--- src/rtl/hazard_pkg.sv ---
// Shared types for the hazard control unit: FSM states, hazard actions in
// priority order, and the per-stage control bundle each action drives.
package hazard_pkg;

  typedef enum logic {
    RUN   = 1'b0,
    DRAIN = 1'b1
  } state_t;

  // Listed highest priority first; exactly one action is applied per cycle.
  typedef enum logic [2:0] {
    ACT_NONE  = 3'd0,
    ACT_MW    = 3'd1,
    ACT_BR    = 3'd2,
    ACT_DRAIN = 3'd3,
    ACT_LU    = 3'd4,
    ACT_FENCE = 3'd5
  } action_t;

  typedef struct packed {
    logic stall_if;
    logic stall_id;
    logic stall_exe;
    logic stall_mem;
    logic flush_id;
    logic flush_exe;
    logic bubble_wb;
  } ctrl_t;

  localparam ctrl_t CTRL_NONE = '0;
  localparam logic [4:0] REG_ZERO = '0;

  function automatic ctrl_t action_ctrl(input action_t act);
    ctrl_t c;
    c = CTRL_NONE;
    case (act)
      ACT_MW: begin
        c.stall_if  = 1'b1;
        c.stall_id  = 1'b1;
        c.stall_exe = 1'b1;
        c.stall_mem = 1'b1;
        c.bubble_wb = 1'b1;
      end
      ACT_BR: begin
        c.flush_id  = 1'b1;
        c.flush_exe = 1'b1;
      end
      // Drain, load-use and fence entry all hold the front end and bubble EXE.
      ACT_DRAIN, ACT_LU, ACT_FENCE: begin
        c.stall_if  = 1'b1;
        c.stall_id  = 1'b1;
        c.flush_exe = 1'b1;
      end
      default: c = CTRL_NONE;
    endcase
    return c;
  endfunction

endpackage

--- src/rtl/sat_counter.sv ---
// Saturating up-counter with synchronous clear that takes priority over increment.
module sat_counter #(
  parameter int unsigned W = 32
) (
  input  logic         clk,
  input  logic         reset_n,
  input  logic         en,
  input  logic         clr,
  output logic [W-1:0] q
);

  always_ff @(posedge clk or negedge reset_n) begin
    if (!reset_n) begin
      q <= '0;
    end else if (clr) begin
      q <= '0;
    end else if (en && (q != '1)) begin
      q <= q + W'(1);
    end
  end

endmodule

--- src/rtl/hazard_control_unit.sv ---
// Pipeline sequencer for the 5-stage core: resolves load-use, branch redirect,
// data-memory wait and FENCE drain into per-stage stall/flush controls.
module hazard_control_unit
  import hazard_pkg::*;
#(
  parameter int unsigned MEM_TIMEOUT = 256,
  parameter int unsigned CNT_W       = 32
) (
  input  logic             clk,
  input  logic             reset_n,
  input  logic [4:0]       rs1_id,
  input  logic [4:0]       rs2_id,
  input  logic             rs1_used_id,
  input  logic             rs2_used_id,
  input  logic             valid_id,
  input  logic             is_store_id,
  input  logic             fence_id,
  input  logic [4:0]       rd_exe,
  input  logic             MemRead_exe,
  input  logic             valid_exe,
  input  logic             valid_mem,
  input  logic             valid_wb,
  input  logic             branch_taken_exe,
  input  logic             dmem_req_mem,
  input  logic             dmem_ready,
  input  logic             perf_clr,
  output logic             stall_if,
  output logic             stall_id,
  output logic             stall_exe,
  output logic             stall_mem,
  output logic             flush_id,
  output logic             flush_exe,
  output logic             bubble_wb,
  output logic             mem_timeout_err,
  output logic [CNT_W-1:0] stall_cnt,
  output logic [CNT_W-1:0] flush_cnt
);

  localparam int unsigned WAIT_W = $clog2(MEM_TIMEOUT + 1);
  localparam logic [WAIT_W-1:0] WAIT_MAX = WAIT_W'(MEM_TIMEOUT);

  state_t            state;
  state_t            state_next;
  action_t           act;
  ctrl_t             ctrl;
  logic [WAIT_W-1:0] wait_cnt;

  logic mw;
  logic br;
  logic lu;
  logic fence;
  logic downstream;
  logic rs1_hit;
  logic rs2_hit;

  assign mw         = valid_mem & dmem_req_mem & ~dmem_ready;
  assign br         = valid_exe & branch_taken_exe;
  assign downstream = valid_exe | valid_mem | valid_wb;

  // Store data (rs2) is covered by WB->MEM forwarding, so only its base address can stall.
  assign rs1_hit = rs1_used_id & (rs1_id == rd_exe);
  assign rs2_hit = rs2_used_id & (rs2_id == rd_exe) & ~is_store_id;
  assign lu      = valid_id & valid_exe & MemRead_exe & (rd_exe != REG_ZERO)
                 & (rs1_hit | rs2_hit);
  assign fence   = valid_id & fence_id & downstream;

  always_ff @(posedge clk or negedge reset_n) begin
    if (!reset_n) begin
      state <= RUN;
    end else begin
      state <= state_next;
    end
  end

  always_comb begin
    act        = ACT_NONE;
    state_next = state;
    if (mw) begin
      act = ACT_MW;
    end else if (br) begin
      act        = ACT_BR;
      state_next = RUN;
    end else if (state == DRAIN) begin
      if (downstream) begin
        act = ACT_DRAIN;
      end else begin
        state_next = RUN;
      end
    end else if (lu) begin
      act = ACT_LU;
    end else if (fence) begin
      act        = ACT_FENCE;
      state_next = DRAIN;
    end
  end

  // Controls are combinational, so they must be forced quiet while reset is held.
  always_comb begin
    ctrl = CTRL_NONE;
    if (reset_n) begin
      ctrl = action_ctrl(act);
    end
  end

  assign stall_if  = ctrl.stall_if;
  assign stall_id  = ctrl.stall_id;
  assign stall_exe = ctrl.stall_exe;
  assign stall_mem = ctrl.stall_mem;
  assign flush_id  = ctrl.flush_id;
  assign flush_exe = ctrl.flush_exe;
  assign bubble_wb = ctrl.bubble_wb;

  always_ff @(posedge clk or negedge reset_n) begin
    if (!reset_n) begin
      wait_cnt        <= '0;
      mem_timeout_err <= 1'b0;
    end else begin
      if (mw) begin
        if (wait_cnt != WAIT_MAX) begin
          wait_cnt <= wait_cnt + WAIT_W'(1);
        end else begin
          mem_timeout_err <= 1'b1;
        end
      end else begin
        wait_cnt <= '0;
      end
    end
  end

  sat_counter #(
    .W(CNT_W)
  ) u_stall_cnt (
    .clk     (clk),
    .reset_n (reset_n),
    .en      (ctrl.stall_if),
    .clr     (perf_clr),
    .q       (stall_cnt)
  );

  sat_counter #(
    .W(CNT_W)
  ) u_flush_cnt (
    .clk     (clk),
    .reset_n (reset_n),
    .en      (act == ACT_BR),
    .clr     (perf_clr),
    .q       (flush_cnt)
  );

endmodule

--- config.mk ---
export PLATFORM = sky130hd
export DESIGN_NAME = hazard_control_unit
export DESIGN_NICKNAME = d
export VERILOG_FILES = /design/src/rtl/hazard_pkg.sv /design/src/rtl/sat_counter.sv /design/src/rtl/hazard_control_unit.sv
export SDC_FILE = /design/constraint.sdc
export NUM_CORES = 1
export LEC_CHECK = 0
export ABC_AREA = 1
export CAP_MARGIN = 20
export CORE_AREA = 5 5 101 103
export CTS_CLUSTER_DIAMETER = 60
export DETAILED_ROUTE_END_ITERATION = 10
export DIE_AREA = 0 0 106 108
export PLACE_DENSITY = 0.88
export SLEW_MARGIN = 10
export SYNTH_ARGS = -nofsm -noshare
export SYNTH_HDL_FRONTEND = slang
export SYNTH_SLANG_ARGS = --single-unit
--- constraint.sdc ---
create_clock -name clk -period 3.5 [get_ports clk]
set_input_delay 0.7 -clock clk [delete_from_list [all_inputs] [get_ports clk]]
set_output_delay 0.7 -clock clk [all_outputs]
set_load 0.03 [all_outputs]
Word-level counts from Yosys, hierarchy flattened
Index checks and enable logic that the tools add are counted.

operators by class
  magnitude comparators = 0
  add/sub/neg operators = 3
  bitwise logic cells = 18
  multiply operators = 0
  multiplexer cells = 23
  reductions and logical operators = 8
  divide/modulo/power cells = 0
  shift-type cells = 0
  equality and inequality tests = 11

operators by type and width
  operator                                                                  number
  32-bit two-way mux                                                        4
  32-bit by 1-bit adder with 32-bit output (second input constant)          2
  32-bit inequality test (second input constant)                            2
  9-bit two-way mux                                                         2
  3-bit two-way mux                                                         5
  1-bit AND                                                                 12
  5-bit equality test                                                       2
  9-bit by 1-bit adder with 9-bit output (second input constant)            1
  9-bit inequality test (second input constant)                             1
  1-bit two-way mux                                                         8
  4-bit OR reduction                                                        2
  7-bit two-way mux                                                         1
  3-bit by 2-bit equality test with 1-bit output (second input constant)    2
  3-bit equality test (second input constant)                               2
  2-bit two-way mux                                                         3
  5-bit nonzero test                                                        1
  2-bit nonzero test                                                        2
  3-bit by 1-bit equality test with 1-bit output (second input constant)    1
  1-bit inverter                                                            3
  1-bit OR                                                                  3
  1-bit logical AND                                                         2
  2-bit by 1-bit inequality test with 1-bit output (second input constant)  1
  2-bit AND reduction                                                       1

word-level totals
  memories = 0
  output and inout bits = 72
  latch bits = 0
  RAM bits = 0
  flip-flop bits (word level) = 75
  ROM bits = 0
  logic and storage cells = 68

Depth between registers and ports, before layout
  depth after elaboration = 16
  gate-level depth with buffers = 16
  depth with buffers taken out = 15

Modules after synthesis
From an unflattened synthesis, not the netlist that was laid out.

unflattened totals
  cell total of the unflattened synthesis = 842
  area total of the unflattened synthesis = 5387.7 um^2

modules (own cells, without submodules)
  module               times used  cells each  area each (um^2)
  sat_counter          2           345         2243.4
  hazard_control_unit  1           152         900.9

Least setup slack after synthesis
Ideal clock, no wire load.

  kind = input -> output
  start point = input dmem_req_mem
  end point = output stall_exe
  arrival = 1.827 ns
  stages = 5
  required time = 2.800 ns
  path buffers = 1
  path slack = 0.973 ns
  cells stage by stage = inv_1 -> nor3_1 -> inv_1 -> nor2_1 -> buf_4

on the way
  word-level cells in the longest chain between the ends = 6

ends and longest elaborated chain
  item                                            line                        source
  start: declaration                              hazard_control_unit.sv:24   input logic dmem_req_mem,
  1-bit AND (2 in a row)                          hazard_control_unit.sv:56   assign mw = valid_mem & dmem_req_mem & ~dmem_ready;
  3-bit two-way mux                               hazard_control_unit.sv:78   if (mw) begin
  3-bit by 1-bit equality test with 1-bit output  hazard_pkg.sv:36            case (act)
  2-bit two-way mux                               hazard_pkg.sv:36
  7-bit two-way mux                               hazard_control_unit.sv:100  if (reset_n) begin
  end: declaration                                hazard_control_unit.sv:29   output logic stall_exe,

Every way passes these cells.

Worst setup path after layout
  start point = input rd_exe[4]
  end point = output stall_id

on the way
  word-level cells in the longest chain between the ends = 13
  elaborated cells between the ends (all ways) = 20
  those cells by class = eq/ne: 6; mux: 6; bitwise: 6; reduce/logical: 2

ends and longest elaborated chain
  item                                                                    line                        source
  start: declaration                                                      hazard_control_unit.sv:18   input logic [4:0] rd_exe,
  5-bit equality test                                                     hazard_control_unit.sv:62   assign rs2_hit = rs2_used_id & (rs2_id == rd_exe) & ~is_store_id;
  1-bit AND (2 in a row)                                                  hazard_control_unit.sv:62
  1-bit OR                                                                hazard_control_unit.sv:64   & (rs1_hit | rs2_hit);
  1-bit AND *                                                             hazard_control_unit.sv:64
  3-bit two-way mux *                                                     hazard_control_unit.sv:89   end else if (lu) begin
  3-bit two-way mux *                                                     hazard_control_unit.sv:83   end else if (state == DRAIN) begin
  3-bit two-way mux *                                                     hazard_control_unit.sv:80   end else if (br) begin
  3-bit two-way mux *                                                     hazard_control_unit.sv:78
  3-bit by 2-bit equality test with 1-bit output (tied with other cells)  hazard_pkg.sv:36
  4-bit OR reduction (no line) *                                          -
  2-bit two-way mux *                                                     hazard_pkg.sv:36
  7-bit two-way mux *                                                     hazard_control_unit.sv:100
  end: declaration                                                        hazard_control_unit.sv:28   output logic stall_id,

Every way passes the cells marked *; elsewhere a longest branch is shown, timed or not.

==> key figures <==
Drt
  • Post-route DRC: 0
  • Drt total wl: 13400 um
  • Via count: 5124
  • Starting DRT DRC Count: 333
  • Detail Route Antenna Nets: 0
  • DR vias/cell: 5.47
  • Routed len/inst: 14.3 um
  • DRT Pass-1 Iters: 5

CTS
  • # clock sinks: 75
  • Root Driver: clkbuf_8
  • Worst skew pair latency: 0.35 ns
  • # hold bufs at CTS: 0
  • Clock transition at path regs: 0.09 ns
  • Post-CTS Repair Setup Buffers: 0
  • Max clock buf depth: 2
  • CTS tree: built
  • H-Tree Depth: 3
  • Num CTS Buffers: 9
  • CTS-repair resized insts: 2

Timing
  • Fmax: 0.309 GHz
  • Setup Viol. Count Final: 0
  • Fin crit period: 3.24 ns
  • Worst-margin pin slew: 0.605 ns
  • Setup total negative slack: 0 ns
  • Relative slew margins: 0.593
  • Clock Skew: 0.0128 ns
  • Final period util: 0.925
  • RSZ-0062 raised after global routing: false
  • Fin. max-slew vios: 0
  • Slack of the critical path: 0.262 ns
  • Fin. Hold Viols: 0

Critical path
  • Crit-path most repeated cell: nand2_1
  • CP Class: input port to output port
  • Crit path max fanout: 3
  • Reg2Reg Setup Slack: 1.22 ns
  • CP Data Arrival Time: 2.54 ns
  • WP data required: 2.80 ns
  • Worst Path Buf+Inv: 4
  • Cell Chain, Critical Path: clkdlybuf4s50_1 > inv_1 > nand2_1 > nand2_1 > nor2_1 > nand3_1 > nand2_1 > nand2_1 > nand2_1 > nand3_1 > nand3_2 > nand2_1 > inv_1 > dlygate4sd2_1
  • Startpoint Class: input port
  • CP endpoint kind: output port
  • Worst path slowest cell: clkdlybuf4s50_1
  • Worst path top cell family by delay: buffers and inverters
  • Max incr delay on CP: 0.50 ns

Logic synthesis
  • Ys Warns: 0
  • Ys flop type: dfrtp_1
  • Post-Syn Instances: 724
  • Top-count cell post-synth: nand2_1
  • Syn_area_per_cell: 6.94 um2
  • Seq cells post-synth: 75
  • Cell accounting for the most synthesized area: dfrtp_1
  • Top cell type's share of synthesized area: 0.374
  • Synth top area cells: dfrtp_1, nand2_1, inv_1
  • Most frequent cells after synthesis: nand2_1, inv_1, nor2_1
  • Seq/Total Area, Yosys: 0.374
  • Syn nets: 758
  • Fraction of registers with async set/reset: 1.00
  • Syn Std Cell Area: 0.00502 mm2
  • Yosys cell types: 38
  • EDFF count, synth: 0

Placed design
  • Place WS: -0.0174 ns
  • GP Congestion: 0.944
  • Dpl hpwl: 9840 um
  • Port Buf Inserts: 101

Power and ir drop
  • Peak VDD IR: 0.000180 V
  • Pleak: 0.00278 uW
  • Power Density: 297 mW/mm2

Floorplan
  • Vert. Die Dim: 108 um
  • Die W: 106 um
  • Starting Density: 0.551
  • Ports: 102
  • Core ar.: 0.00911 mm2
  • Num rows: 35
  • DIE AREA: 0.0114 mm2

Outcome
  • Outcome: complete, no violations

Layout
  • Multi-input gate area: 0.00264 mm2
  • Nets: 855
  • Share of cells above drive strength 1: 0.0763
  • Register area: 0.00188 mm2
  • Area grow syn2layout: 25.9%
  • # diodes: 0
  • Util after Layout: 0.694
  • Fillers: 791

Job
  • Max-cap violation count: 0

Global route
  • First-pass GRT wire length: 22800 um
  • Number of global-route vias before repair: 4927
  • Total GRT Usage: 0.241
  • GRT overflow: 0
  • Antenna violations before repair: 0
  • Pin count of the biggest net entering global routing: 77

Min path
  • Worst Hold Class: input port to asynchronous set/reset pin
==> power breakdown <==
| group | switching [uW] | internal, uW |
|---|---|---|
| clock network | 350 | 407 |
| logic | 147 | 84.9 |
| registers | 13.1 | 875 |
| total | 511 | 1370 |
==> path summary, 6_finish.rpt <==
kind	depth (start not counted)	to	from
max in group asynchronous	3	u_flush_cnt.q[17]	reset_n
min in group clk	2	mem_timeout_err	mem_timeout_err
min reg2reg	2	mem_timeout_err	mem_timeout_err
max	14	stall_id	rd_exe[4]
max reg2reg	9	u_stall_cnt.q[15]	u_stall_cnt.q[1]
min	2	u_stall_cnt.q[15]	reset_n
==> cell type report <==
type | instances | area share
Tap cell | 111 | 0.0220
Multi-Input combinational cell | 527 | 0.417
Sequential cell | 75 | 0.297
Clock buffer | 9 | 0.0196
Inverter | 100 | 0.0594
Timing Repair Buffer | 108 | 0.170
Clock inverter | 7 | 0.0156
==> through the flow <==
stage          power [uW]  hold WS, ns  instance area [um2]  std cells
2_1_floorplan        1040        0.404                 5020        724
3_3_place_gp         1130        0.453                 6070        920
3_5_place_dp         1140        0.477                 6070        920
4_1_cts              1890        0.497                 6290        936
5_1_grt              1960        0.342                 6320        937
6_report             1880        0.340                 6320        937
==> state kept, by name (all words and copies together) (netlist names) <==
signal / flops
state: 1
u_flush_cnt.q: 32
u_stall_cnt.q: 32
mem_timeout_err: 1
wait_cnt: 9
==> metal layers <==
layer | GRT usage | up-vias | part of all wire
met4 | 0.0574 | 0 | 0.014
met2 | 0.426 | 187 | 0.50
met1 | 0.310 | 2402 | 0.43
li1 | - | 2518 | -
met3 | 0.0430 | 17 | 0.055
met5 | 0 | - | 0
==> layout by cell type (no fill, tap or decap), types with 2 or more instances in the layout <==
cell type,n
a21oi_1,23
and3_1,2
buf_4,10
bufinv_16,2
clkbuf_8,9
clkdlybuf4s50_1,94
dfrtp_1,75
dlygate4sd2_1,2
ha_1,4
inv_1,94
inv_2,6
inv_6,2
nand2_1,191
nand2_2,3
nand3_1,57
nand3_2,3
nand3b_1,2
nand4_1,22
nor2_1,88
nor2_2,5
nor2_4,4
nor3_1,31
nor3_2,8
nor3b_1,2
nor3b_2,2
nor4_1,12
o21ai_0,28
o21ai_1,2
xnor2_1,7
xor2_1,23
==> logic make-up after synthesis <==
group,synth area share
adders and majority gates,0.00997
buffers and inverters,0.101
xor gates and xnor gates,0.0523
DFF,0.374
AOI/OAI and AO/OA,0.0558
and+or+nand+nor,0.407
No activity file was read; power rests on OpenSTA's default activity.
==> RTL edit (same flow settings) <==
Set the parameter `CNT_W` to 28 (it was 32).
--- a/src/rtl/hazard_control_unit.sv
+++ b/src/rtl/hazard_control_unit.sv
@@ -6,3 +6,3 @@
   parameter int unsigned MEM_TIMEOUT = 256,
-  parameter int unsigned CNT_W       = 32
+  parameter int unsigned CNT_W       = 28
 ) (
Interface: changed (resized flush_cnt and stall_cnt); port bits go from 102 to 94. The function was not compared with the original's and may differ.
==> RTL edit against the original RTL <==
  * Die area is the same
  * Sequential cell count shrank 8
  * Synthesized cell count shrank 10%
  * Design area shrank 10%
  * Routed wire length shrank 8.2%
  * Maximum frequency grew 2.2%
  * Setup slack gained 0.071 ns
  * Via count shrank 10%
  * Power shrank 6.8%
  * Cell count shrank 8.4%
  * Synthesized area shrank 11%
==> RTL edit: results (changes against the original RTL) <==
Logic synthesis
By area the synthesized netlist is led by sky130_fd_sc_hd__dfrtp_1 38%, sky130_fd_sc_hd__nand2_1 15%, sky130_fd_sc_hd__nor2_1 7.9%. The commonest cells after synthesis are 176 x sky130_fd_sc_hd__nand2_1, 94 x sky130_fd_sc_hd__nor2_1, 72 x sky130_fd_sc_hd__inv_1. The sequential cell area fraction in the yosys report is 0.377 (+0.00304). The net count after synthesis is 684 (-9.8%).

STA
The worst clock skew on the final layout is 0.0130 ns (+0.000154 ns). The worst relative slew slack is 0.433 (-0.160).

Clocking
The clock-pin slew of the registers on the worst-case setup and hold paths is 0.07 ns (-0.02 ns).

Layout
The number of nets in the layout is 776 (-9.2%). The largest registers in the layout are u_flush_cnt.q x28, u_stall_cnt.q x28, wait_cnt x9. The area used by multi-input combinational logic is 0.00234 mm² (-11%). The total of fill cells in the finished design was 769 (-2.8%).

Outcome
The run finished with clean final reports.

Setup path
The worst reg-to-reg path cell count came to 11 (+2). The flop-to-flop setup slack came to 1.14 ns (-0.08 ns). The endpoint of the worst register-to-register path is u_flush_cnt.q[9]. The maximum fanout along the worst path is 9 (+6). The launching point of the worst reg2reg path is u_flush_cnt.q[0].

Power and ir drop
The peak ir drop on the vdd network came to 0.178 mV (-1.4%). The cell-internal power is 1.27 mW (-6.9%). The switching component of the power is 478 µW (-6.5%).

Routing
The number of vias after detailed routing is 4607 (-10%). The wire length after detailed routing is 12300 µm (-8.2%).

Placed design
The routability-driven placement congestion ratio was 0.954 (+1.0%). The post-DP HPWL was 9130 µm (-7.1%). The port buffer count came to 93 (-7.9%).

Min path
The min-delay analysis places its worst path in the category flip-flop to flip-flop.
-- RTL edit: what timing repair did --
item,4_1_cts,5_1_grt
resized for setup,0,3
hold endpoints to repair,0,0
setup endpoints to repair,0,3
-- RTL edit: layer usage --
metal | vias up | share of wire
met2 | 167 | 0.50
met1 | 2148 | 0.43
met3 | 31 | 0.052
li1 | 2261 | -
met5 | - | 0
met4 | 0 | 0.025
-- RTL edit: layout make-up --
type                       count  share of cell area
clock buffer                  10              0.0225
inverter                      84              0.0556
tap                          111              0.0245
multi-input combinational    480               0.412
sequential                    67               0.296
timing repair buffer         100               0.174
clock inverter                 6              0.0159
-- RTL edit: worst max path at each step --
stage / slack [ns] / from / depth (start not counted) / end
4_1_cts: 0.02 / rd_exe[4] / 14 / stall_if
5_1_grt: 0.24 / dmem_req_mem / 6 / stall_mem
3_3_place_gp: 0.12 / rd_exe[4] / 14 / stall_if
6_report: 0.33 / dmem_req_mem / 6 / bubble_wb
2_1_floorplan: 0.90 / dmem_req_mem / 5 / stall_exe
3_5_place_dp: 0.03 / rd_exe[4] / 14 / stall_if
-- RTL edit: metrics by stage --
stage	hold slack, ns	instances
floorplan	0.404	650
global placement	0.454	842
detailed placement	0.472	842
CTS	0.500	858
global route	0.539	858
finish	0.489	858
-- RTL edit: critical path, delay by kind of cell --
family,cells,cell delay [ns]
simple gates,2,0.41
buf+inv,4,1.35
-- RTL edit: logic make-up after synthesis --
logic type,synth area share
and+or+nand+nor,0.407
buffers and inverters,0.0981
DFF,0.377
AOI/OAI and AO/OA,0.0512
xor gates and xnor gates,0.0551
adders and majority gates,0.0112
